`src/rtl/eject_arbiter_if.sv`:
```
// Handshake bundle between the cw/ccw requesters, the ejection arbiter and the PE link.
interface eject_arbiter_if #(
    parameter int DATA_WIDTH = 64
);
    logic                  polarity;
    logic                  req_cw_even;
    logic                  req_cw_odd;
    logic                  req_ccw_even;
    logic                  req_ccw_odd;
    logic [DATA_WIDTH-1:0] data_cw_even;
    logic [DATA_WIDTH-1:0] data_cw_odd;
    logic [DATA_WIDTH-1:0] data_ccw_even;
    logic [DATA_WIDTH-1:0] data_ccw_odd;
    logic                  gnt_cw_even;
    logic                  gnt_cw_odd;
    logic                  gnt_ccw_even;
    logic                  gnt_ccw_odd;
    logic                  pero;
    logic                  peso;
    logic [DATA_WIDTH-1:0] pedo;

    modport master (
        output polarity, req_cw_even, req_cw_odd, req_ccw_even, req_ccw_odd,
        output data_cw_even, data_cw_odd, data_ccw_even, data_ccw_odd, pero,
        input  gnt_cw_even, gnt_cw_odd, gnt_ccw_even, gnt_ccw_odd, peso, pedo
    );

    modport slave (
        input  polarity, req_cw_even, req_cw_odd, req_ccw_even, req_ccw_odd,
        input  data_cw_even, data_cw_odd, data_ccw_even, data_ccw_odd, pero,
        output gnt_cw_even, gnt_cw_odd, gnt_ccw_even, gnt_ccw_odd, peso, pedo
    );
endinterface

```
`src/rtl/eject_arbiter.sv`:
```
// Ring-node ejection scheduler: per-VC single-slot buffer with cw/ccw round-robin,
// each slot draining to the PE only in the link cycle matching its VC polarity.
module eject_arbiter #(
    parameter int DATA_WIDTH = 64
) (
    input logic           clk,
    input logic           rst,
    eject_arbiter_if.slave bus
);
    typedef enum logic {
        IDLE = 1'b0,
        FULL = 1'b1
    } state_t;

    // Index 0 = even VC, index 1 = odd VC
    state_t                r_state   [2];
    logic [DATA_WIDTH-1:0] r_slot    [2];
    logic                  r_prio    [2];
    logic                  r_gnt_cw  [2];
    logic                  r_gnt_ccw [2];
    logic                  r_peso;
    logic [DATA_WIDTH-1:0] r_pedo;

    logic                  w_req_cw   [2];
    logic                  w_req_ccw  [2];
    logic [DATA_WIDTH-1:0] w_data_cw  [2];
    logic [DATA_WIDTH-1:0] w_data_ccw [2];
    logic                  w_win_ccw  [2];
    logic                  w_send     [2];

    always_comb begin
        w_req_cw[0]   = bus.req_cw_even;
        w_req_cw[1]   = bus.req_cw_odd;
        w_req_ccw[0]  = bus.req_ccw_even;
        w_req_ccw[1]  = bus.req_ccw_odd;
        w_data_cw[0]  = bus.data_cw_even;
        w_data_cw[1]  = bus.data_cw_odd;
        w_data_ccw[0] = bus.data_ccw_even;
        w_data_ccw[1] = bus.data_ccw_odd;
        for (int unsigned v = 0; v < 2; v++) begin
            // ccw wins when it is alone or when contention favours it
            w_win_ccw[v] = w_req_ccw[v] && (!w_req_cw[v] || r_prio[v]);
            w_send[v]    = (r_state[v] == FULL) && bus.pero && (bus.polarity == (v == 1));
        end
    end

    always_ff @(posedge clk or posedge rst) begin
        if (rst) begin
            for (int unsigned v = 0; v < 2; v++) begin
                r_state[v]   <= IDLE;
                r_slot[v]    <= '0;
                r_prio[v]    <= 1'b0;
                r_gnt_cw[v]  <= 1'b0;
                r_gnt_ccw[v] <= 1'b0;
            end
            r_peso <= 1'b0;
            r_pedo <= '0;
        end else begin
            r_peso <= 1'b0;
            for (int unsigned v = 0; v < 2; v++) begin
                r_gnt_cw[v]  <= 1'b0;
                r_gnt_ccw[v] <= 1'b0;
                case (r_state[v])
                    IDLE: begin
                        if (w_req_cw[v] || w_req_ccw[v]) begin
                            r_slot[v]    <= w_win_ccw[v] ? w_data_ccw[v] : w_data_cw[v];
                            r_gnt_cw[v]  <= !w_win_ccw[v];
                            r_gnt_ccw[v] <= w_win_ccw[v];
                            r_prio[v]    <= !w_win_ccw[v];
                            r_state[v]   <= FULL;
                        end
                    end
                    FULL: begin
                        // Polarity is exclusive, so at most one engine writes pedo per edge
                        if (w_send[v]) begin
                            r_pedo     <= r_slot[v];
                            r_peso     <= 1'b1;
                            r_state[v] <= IDLE;
                        end
                    end
                    default: r_state[v] <= IDLE;
                endcase
            end
        end
    end

    assign bus.gnt_cw_even  = r_gnt_cw[0];
    assign bus.gnt_cw_odd   = r_gnt_cw[1];
    assign bus.gnt_ccw_even = r_gnt_ccw[0];
    assign bus.gnt_ccw_odd  = r_gnt_ccw[1];
    assign bus.peso         = r_peso;
    assign bus.pedo         = r_pedo;
endmodule

```
`src/flat_wrapper.sv`:
```
// flat-port wrapper written by rule: the top's interface ports become plain ports
module eject_arbiter_flat 
#(
    parameter int DATA_WIDTH = 64
)
  (clk, rst, bus_polarity, bus_req_cw_even, bus_req_cw_odd, bus_req_ccw_even, bus_req_ccw_odd, bus_data_cw_even, bus_data_cw_odd, bus_data_ccw_even, bus_data_ccw_odd, bus_pero, bus_gnt_cw_even, bus_gnt_cw_odd, bus_gnt_ccw_even, bus_gnt_ccw_odd, bus_peso, bus_pedo);
  eject_arbiter_if #(.DATA_WIDTH(DATA_WIDTH)) bus_i ();
  input logic clk;
  input logic rst;
  input wire logic [$bits(bus_i.polarity)-1:0] bus_polarity;
  input wire logic [$bits(bus_i.req_cw_even)-1:0] bus_req_cw_even;
  input wire logic [$bits(bus_i.req_cw_odd)-1:0] bus_req_cw_odd;
  input wire logic [$bits(bus_i.req_ccw_even)-1:0] bus_req_ccw_even;
  input wire logic [$bits(bus_i.req_ccw_odd)-1:0] bus_req_ccw_odd;
  input wire logic [$bits(bus_i.data_cw_even)-1:0] bus_data_cw_even;
  input wire logic [$bits(bus_i.data_cw_odd)-1:0] bus_data_cw_odd;
  input wire logic [$bits(bus_i.data_ccw_even)-1:0] bus_data_ccw_even;
  input wire logic [$bits(bus_i.data_ccw_odd)-1:0] bus_data_ccw_odd;
  input wire logic [$bits(bus_i.pero)-1:0] bus_pero;
  output wire logic [$bits(bus_i.gnt_cw_even)-1:0] bus_gnt_cw_even;
  output wire logic [$bits(bus_i.gnt_cw_odd)-1:0] bus_gnt_cw_odd;
  output wire logic [$bits(bus_i.gnt_ccw_even)-1:0] bus_gnt_ccw_even;
  output wire logic [$bits(bus_i.gnt_ccw_odd)-1:0] bus_gnt_ccw_odd;
  output wire logic [$bits(bus_i.peso)-1:0] bus_peso;
  output wire logic [$bits(bus_i.pedo)-1:0] bus_pedo;
  assign bus_i.polarity = bus_polarity;
  assign bus_i.req_cw_even = bus_req_cw_even;
  assign bus_i.req_cw_odd = bus_req_cw_odd;
  assign bus_i.req_ccw_even = bus_req_ccw_even;
  assign bus_i.req_ccw_odd = bus_req_ccw_odd;
  assign bus_i.data_cw_even = bus_data_cw_even;
  assign bus_i.data_cw_odd = bus_data_cw_odd;
  assign bus_i.data_ccw_even = bus_data_ccw_even;
  assign bus_i.data_ccw_odd = bus_data_ccw_odd;
  assign bus_i.pero = bus_pero;
  assign bus_gnt_cw_even = bus_i.gnt_cw_even;
  assign bus_gnt_cw_odd = bus_i.gnt_cw_odd;
  assign bus_gnt_ccw_even = bus_i.gnt_ccw_even;
  assign bus_gnt_ccw_odd = bus_i.gnt_ccw_odd;
  assign bus_peso = bus_i.peso;
  assign bus_pedo = bus_i.pedo;
  eject_arbiter #(.DATA_WIDTH(DATA_WIDTH)) u_core (.clk(clk), .rst(rst), .bus(bus_i));
endmodule
```
`config.mk`:
```
export PLATFORM = sky130hd
export DESIGN_NAME = eject_arbiter_flat
export DESIGN_NICKNAME = d
export VERILOG_FILES = /design/src/rtl/eject_arbiter_if.sv /design/src/rtl/eject_arbiter.sv /design/src/flat_wrapper.sv
export SDC_FILE = /design/constraint.sdc
export NUM_CORES = 1
export LEC_CHECK = 0
export ABC_AREA = 1
export CORE_ASPECT_RATIO = 1.1
export CORE_MARGIN = 1.5
export CORE_UTILIZATION = 25
export CTS_CLUSTER_DIAMETER = 50
export CTS_CLUSTER_SIZE = 16
export DETAILED_ROUTE_END_ITERATION = 10
export GPL_TIMING_DRIVEN = 0
export PLACE_DENSITY = 0.48
export SLEW_MARGIN = 20
export SYNTH_ARGS = -nofsm -noshare
export SYNTH_HDL_FRONTEND = slang
export SYNTH_SLANG_ARGS = --single-unit
```
`constraint.sdc`:
```
create_clock -name clk -period 8.35 [get_ports clk]
set_input_delay 1.67 -clock clk [delete_from_list [all_inputs] [get_ports clk]]
set_output_delay 1.67 -clock clk [all_outputs]
set_load 0.01 [all_outputs]
```
# Yosys cells after proc, flatten, opt, wreduce, memory -nomap -nowiden
# Cells that the tools add are included.
# totals
ff_bits	201
latch_bits	0
mem_bits_rw	0
rom_bits	0
in_bits	264
out_inout_bits	69
elab_cells	55
n_memories	0
# classes
n_addsub	0
n_mul	0
div	0
n_lt_le_gt_ge	0
n_eq_ne	0
n_shift	0
n_mux	24
bitwise_logic	3
reduce_logical	16
# op_table
operator	count
$mux W64	6
$mux W1	16
$logic_and A1 B1 Y1	6
$logic_not A1 Y1	4
$logic_or A1 B1 Y1	4
$pmux W1 S2	2
$reduce_and A2 Y1	2
$not A1 Y1	3

# Logic depth before layout (Yosys ltp)
# logic_depth
depth_word	6
depth_mapped	8
mapped_depth_nobuf	6

# Worst setup path after synthesis
# OpenSTA, ideal clock, no wires.
# synth_path
path_kind	input to register
start	input port bus_req_cw_odd
end	register u_core.r_slot[10] in the netlist's numbering
setup_ns	0.117
arrival_time_ns	2.312
t_required_ns	8.233
setup_slack_ns	5.920
path_stages	6
n_path_buf	2
cell_sequence	o21ai_2 > inv_2 > buf_2 > buf_2 > nand3_1 > nand2_1
# synth_between
elab_chain_cells	4
word_cells_on_any_way	6
classes_between	1 x mux; 5 x reduce/logical
# synth_lines
element	line	text
from (decl)	flat_wrapper.sv:12	input wire logic [$bits(bus_i.req_cw_odd)-1:0] bus_req_cw_odd;
$logic_not A1 Y1	eject_arbiter.sv:42	w_win_ccw[v] = w_req_ccw[v] && (!w_req_cw[v] || r_prio[v]);
$logic_or A1 B1 Y1	eject_arbiter.sv:42	
$logic_and A1 B1 Y1	eject_arbiter.sv:42	
$mux W64	eject_arbiter.sv:66	r_slot[v] <= w_win_ccw[v] ? w_data_ccw[v] : w_data_cw[v];
to (signal, indexed assignment)	eject_arbiter.sv:66	
to (decl)	eject_arbiter.sv:17	logic [DATA_WIDTH-1:0] r_slot [2];
# Parallel ways exist; a longest one is shown, timed or not.
# A chain may end at the register's enable or synchronous reset.

# Worst setup path after layout
# layout_path
start	register u_core.r_pedo[59] (netlist: u_core.bus.pedo[59])
end	output port bus_pedo[59]
# layout_rtl
element	line	text
from (decl)	eject_arbiter.sv:22	logic [DATA_WIDTH-1:0] r_pedo;
from (signal assigned)	eject_arbiter.sv:76	r_pedo <= r_slot[v];
to (decl)	flat_wrapper.sv:25	output wire logic [$bits(bus_i.pedo)-1:0] bus_pedo;
# No word-level cell between the ends.

==> impl_metrics.tcl <==
set metrics [dict create \
    grt_pass1_vias 11300 \
    postLayoutCoreUtil_pct 37.4 \
    die_width_microns 204 \
    die-height_microns 224 \
    r2r-start "u_core.r_state[1]$_DFF_PP0_" \
    fmax_mhz 313 \
    num-nets-final 2303 \
    worst_slew_pin_slew_ns 0.627 \
    critical_path.startpoint_type "flop" \
    n_fill_cell 4728 \
    report.final.setup_viol 0 \
    sequential_to_total_area_share_from_yosys_stat_pct 45.2 \
    drt_drc_violations_left 0 \
    worst_ir_drop_vdd_uv 127 \
    worst_r2r_endpoint "u_core.bus.pedo[43]$_DFF_PP0_" \
    row_count 80 \
    ant_nets 0 \
    hold_bufs_inserted_after_cts 0 \
    detail_route.vias_per_cell 4.14 \
    hold_path_end "u_core.bus.pedo[1]$_DFF_PP0_" \
    max-clock-path-buffers 3 \
    maxCapViolCount 0 \
    grt_setup_unrepaired "no" \
    final.setup_skew_ns 0.0272 \
    powerDensity_mw_per_mm2 307 \
    rrSetupSlack_ns 6.65 \
    whs_path_depth 2 \
    synth_cell_types 12 \
    syn_area_sq_mm 0.0111 \
    hold_path.class "reg -> reg" \
    detailedPlace.worstSlack_ns 4.95 \
    reg2regPathDepth 6 \
    ys.warnings.count 0 \
    worst_ep_required_time_ns 6.68 \
    grt_max_degree 99 \
    core_region_area_sq_mm 0.0436 \
    share_of_cells_above_drive_strength_1_pct 7.37 \
    report.final.hold_viol_count 0 \
    clk_latency_ns 0.57 \
    period_share_pct 38.2 \
    timing.critical_path.max_delay_family "buffers and inverters" \
    grt_first_pass_wirelength_mm 62.9 \
    timing.critical_path.from "u_core.bus.pedo[59]$_DFF_PP0_" \
    max_stage_delay_ns 0.56 \
    route.final.wire_length_mm 40.6 \
    grtUsageTotal_pct 17.8 \
    cts_tree "yes" \
    routed_wire_length_per_instance_microns 15.4 \
    final.setup.worst_slack_ns 5.16 \
    initial_core_util_pct 25.5 \
    synthesis.area_per_instance_sq_um 6.66 \
    worstPathCellList "clkdlybuf4s50_1" \
    synth_cells 1673 \
    holdCritStartpoint "u_core.r_slot[1]$_DFFE_PP0P_" \
    register_bit_count_reported_by_yosys 201 \
    cts_buffers 30 \
    slew-limit-headroom_pct 58.2 \
    timing_worst_setup_path_type "reg -> out" \
    place.detailed.hpwl_mm 30.8 \
    global_route.overflow_total 0 \
    cp_max_fo 2 \
    synth_nets 1937 \
    drt_iter0_drc 411 \
    io_pins 333 \
    cts_setup_buffers 0 \
    finalMaxSlewViolations 0 \
    die_area_sq_mm 0.0458 \
    run_status "completed" \
    route.vias.total 10900 \
    portBuffers 332 \
    cts.clk_slew.worst_paths_ns 0.07 \
    finalCriticalPeriod_ns 3.19 \
    crit_buf_inv 1 \
    areaGrowthSynthToFinish_pct 46.6 \
    grt_antenna_before_repair 4 \
    drt-pass1-iter-count 4 \
    end_kind "primary output" \
    cts_h_tree_lvls 1 \
    crit_arrival_ns 1.52 \
    gp_routability_congestion 0.795 \
    cpMaxStageDelayCell "sky130_fd_sc_hd__clkdlybuf4s50_1" \
    cts_num_sinks 201 \
    clock-root-buffer "sky130_fd_sc_hd__clkbuf_16" \
    power.static_leakage_nw 9.13 \
    post_cts_resized 0 \
]
==> cell families (layout without fill, tap and decap cells) <==
family	after synthesis	in the layout	share of synthesized area, %
compound gates	6	6	0.337
buf+inv	493	883	18.1
flops	201	201	45.2
other cells	0	4	0
simple gates	973	973	36.4
==> power breakdown <==
| part | internal [mW] | switching, mW | total, mW |
|---|---|---|---|
| Combinational | 0.857 | 1.10 | 1.95 |
| Clock | 0.774 | 0.545 | 1.32 |
| Sequential | 1.46 | 0.273 | 1.73 |
| Total | 3.09 | 1.92 | 5.01 |
==> metrics by stage <==
stage	total power [mW]	TNS (ns)	cell area, sq um	hold slack, ns	cells
finish	5.01	0	16300	0.459	2641
global route	5.41	0	16300	0.483	2639
detailed placement	3.73	0	15200	0.459	2581
floorplan	2.80	0	11100	0.425	1673
global placement	3.71	-412.31	15200	0.459	2579
CTS	5.09	0	16300	0.461	2637
==> layout make-up <==
class / instances / area (sq um) / share of cell area (%)
clock inverter: 21 / 239 / 1.46
timing repair buffer: 334 / 3380 / 20.7
buffer: 98 / 529 / 3.24
tap: 574 / 718 / 4.40
multi-input combinational: 979 / 4090 / 25.1
antenna: 4 / 10.0 / 0.0613
inverter: 395 / 1490 / 9.13
sequential: 201 / 5030 / 30.8
clock buffer: 35 / 831 / 5.09
==> synthesized netlist by cell type (all sizes together) <==
| library cell | count | area [sq um] |
|---|---|---|
| nand3 | 322 | 1610 |
| nor2 | 3 | 11.3 |
| clkbuf | 10 | 37.5 |
| inv | 395 | 1480 |
| nand2 | 648 | 2430 |
| o21ai | 6 | 37.5 |
| buf | 88 | 492 |
| dfrtp | 201 | 5030 |
==> per-layer routing <==
| layer | part of all wire, % | wire, microns | global-route usage, % |
|---|---|---|---|
| met1 | 43 | 17500 | 21.9 |
| met2 | 49 | 20000 | 31.3 |
| met3 | 4.9 | 1980 | 2.84 |
| met4 | 2.9 | 1170 | 6.12 |
| met5 | 0.030 | 12 | 0 |
==> layout by cell type, fill, tap and decap left out, types with 2 or more instances in the layout <==
master | netlist | final
sky130_fd_sc_hd__buf_16 | 0 | 2
sky130_fd_sc_hd__buf_2 | 75 | 75
sky130_fd_sc_hd__buf_4 | 8 | 8
sky130_fd_sc_hd__buf_6 | 5 | 5
sky130_fd_sc_hd__clkbuf_1 | 10 | 10
sky130_fd_sc_hd__clkbuf_16 | 0 | 31
sky130_fd_sc_hd__clkbuf_8 | 0 | 4
sky130_fd_sc_hd__clkdlybuf4s50_1 | 0 | 332
sky130_fd_sc_hd__clkinv_2 | 0 | 2
sky130_fd_sc_hd__clkinv_8 | 0 | 4
sky130_fd_sc_hd__dfrtp_1 | 201 | 201
sky130_fd_sc_hd__diode_2 | 0 | 4
sky130_fd_sc_hd__inv_1 | 392 | 391
sky130_fd_sc_hd__inv_2 | 3 | 3
sky130_fd_sc_hd__inv_6 | 0 | 7
sky130_fd_sc_hd__inv_8 | 0 | 6
sky130_fd_sc_hd__nand2_1 | 648 | 648
sky130_fd_sc_hd__nand3_1 | 322 | 322
sky130_fd_sc_hd__nor2_1 | 3 | 3
sky130_fd_sc_hd__o21ai_0 | 4 | 4
sky130_fd_sc_hd__o21ai_2 | 2 | 2
==> registers in the layout, summed over array words and instances (netlist names) <==
name,count
u_core.r_slot,128
u_core.bus.pedo,64
u_core.bus.gnt_cw_odd,1
u_core.bus.gnt_ccw_odd,1
u_core.bus.gnt_ccw_even,1
u_core.bus.gnt_cw_even,1
u_core.r_prio,2
u_core.r_state,2
u_core.bus.peso,1
==> worst max-delay path by stage <==
stage | to | slack, ns | depth (start not counted)
after floorplan | u_core.bus.gnt_ccw_even$_DFF_PP0_ | 1.20 | 1
after global placement | u_core.r_slot[66]$_DFFE_PP0P_ | -2.07 | 2
after detailed placement | u_core.bus.pedo[43]$_DFF_PP0_ | 4.95 | 8
after CTS | bus_pedo[62] | 5.12 | 1
after global routing | bus_pedo[58] | 5.08 | 1
final | bus_pedo[59] | 5.16 | 1
Note: power is estimated with default switching activity, not from simulation.
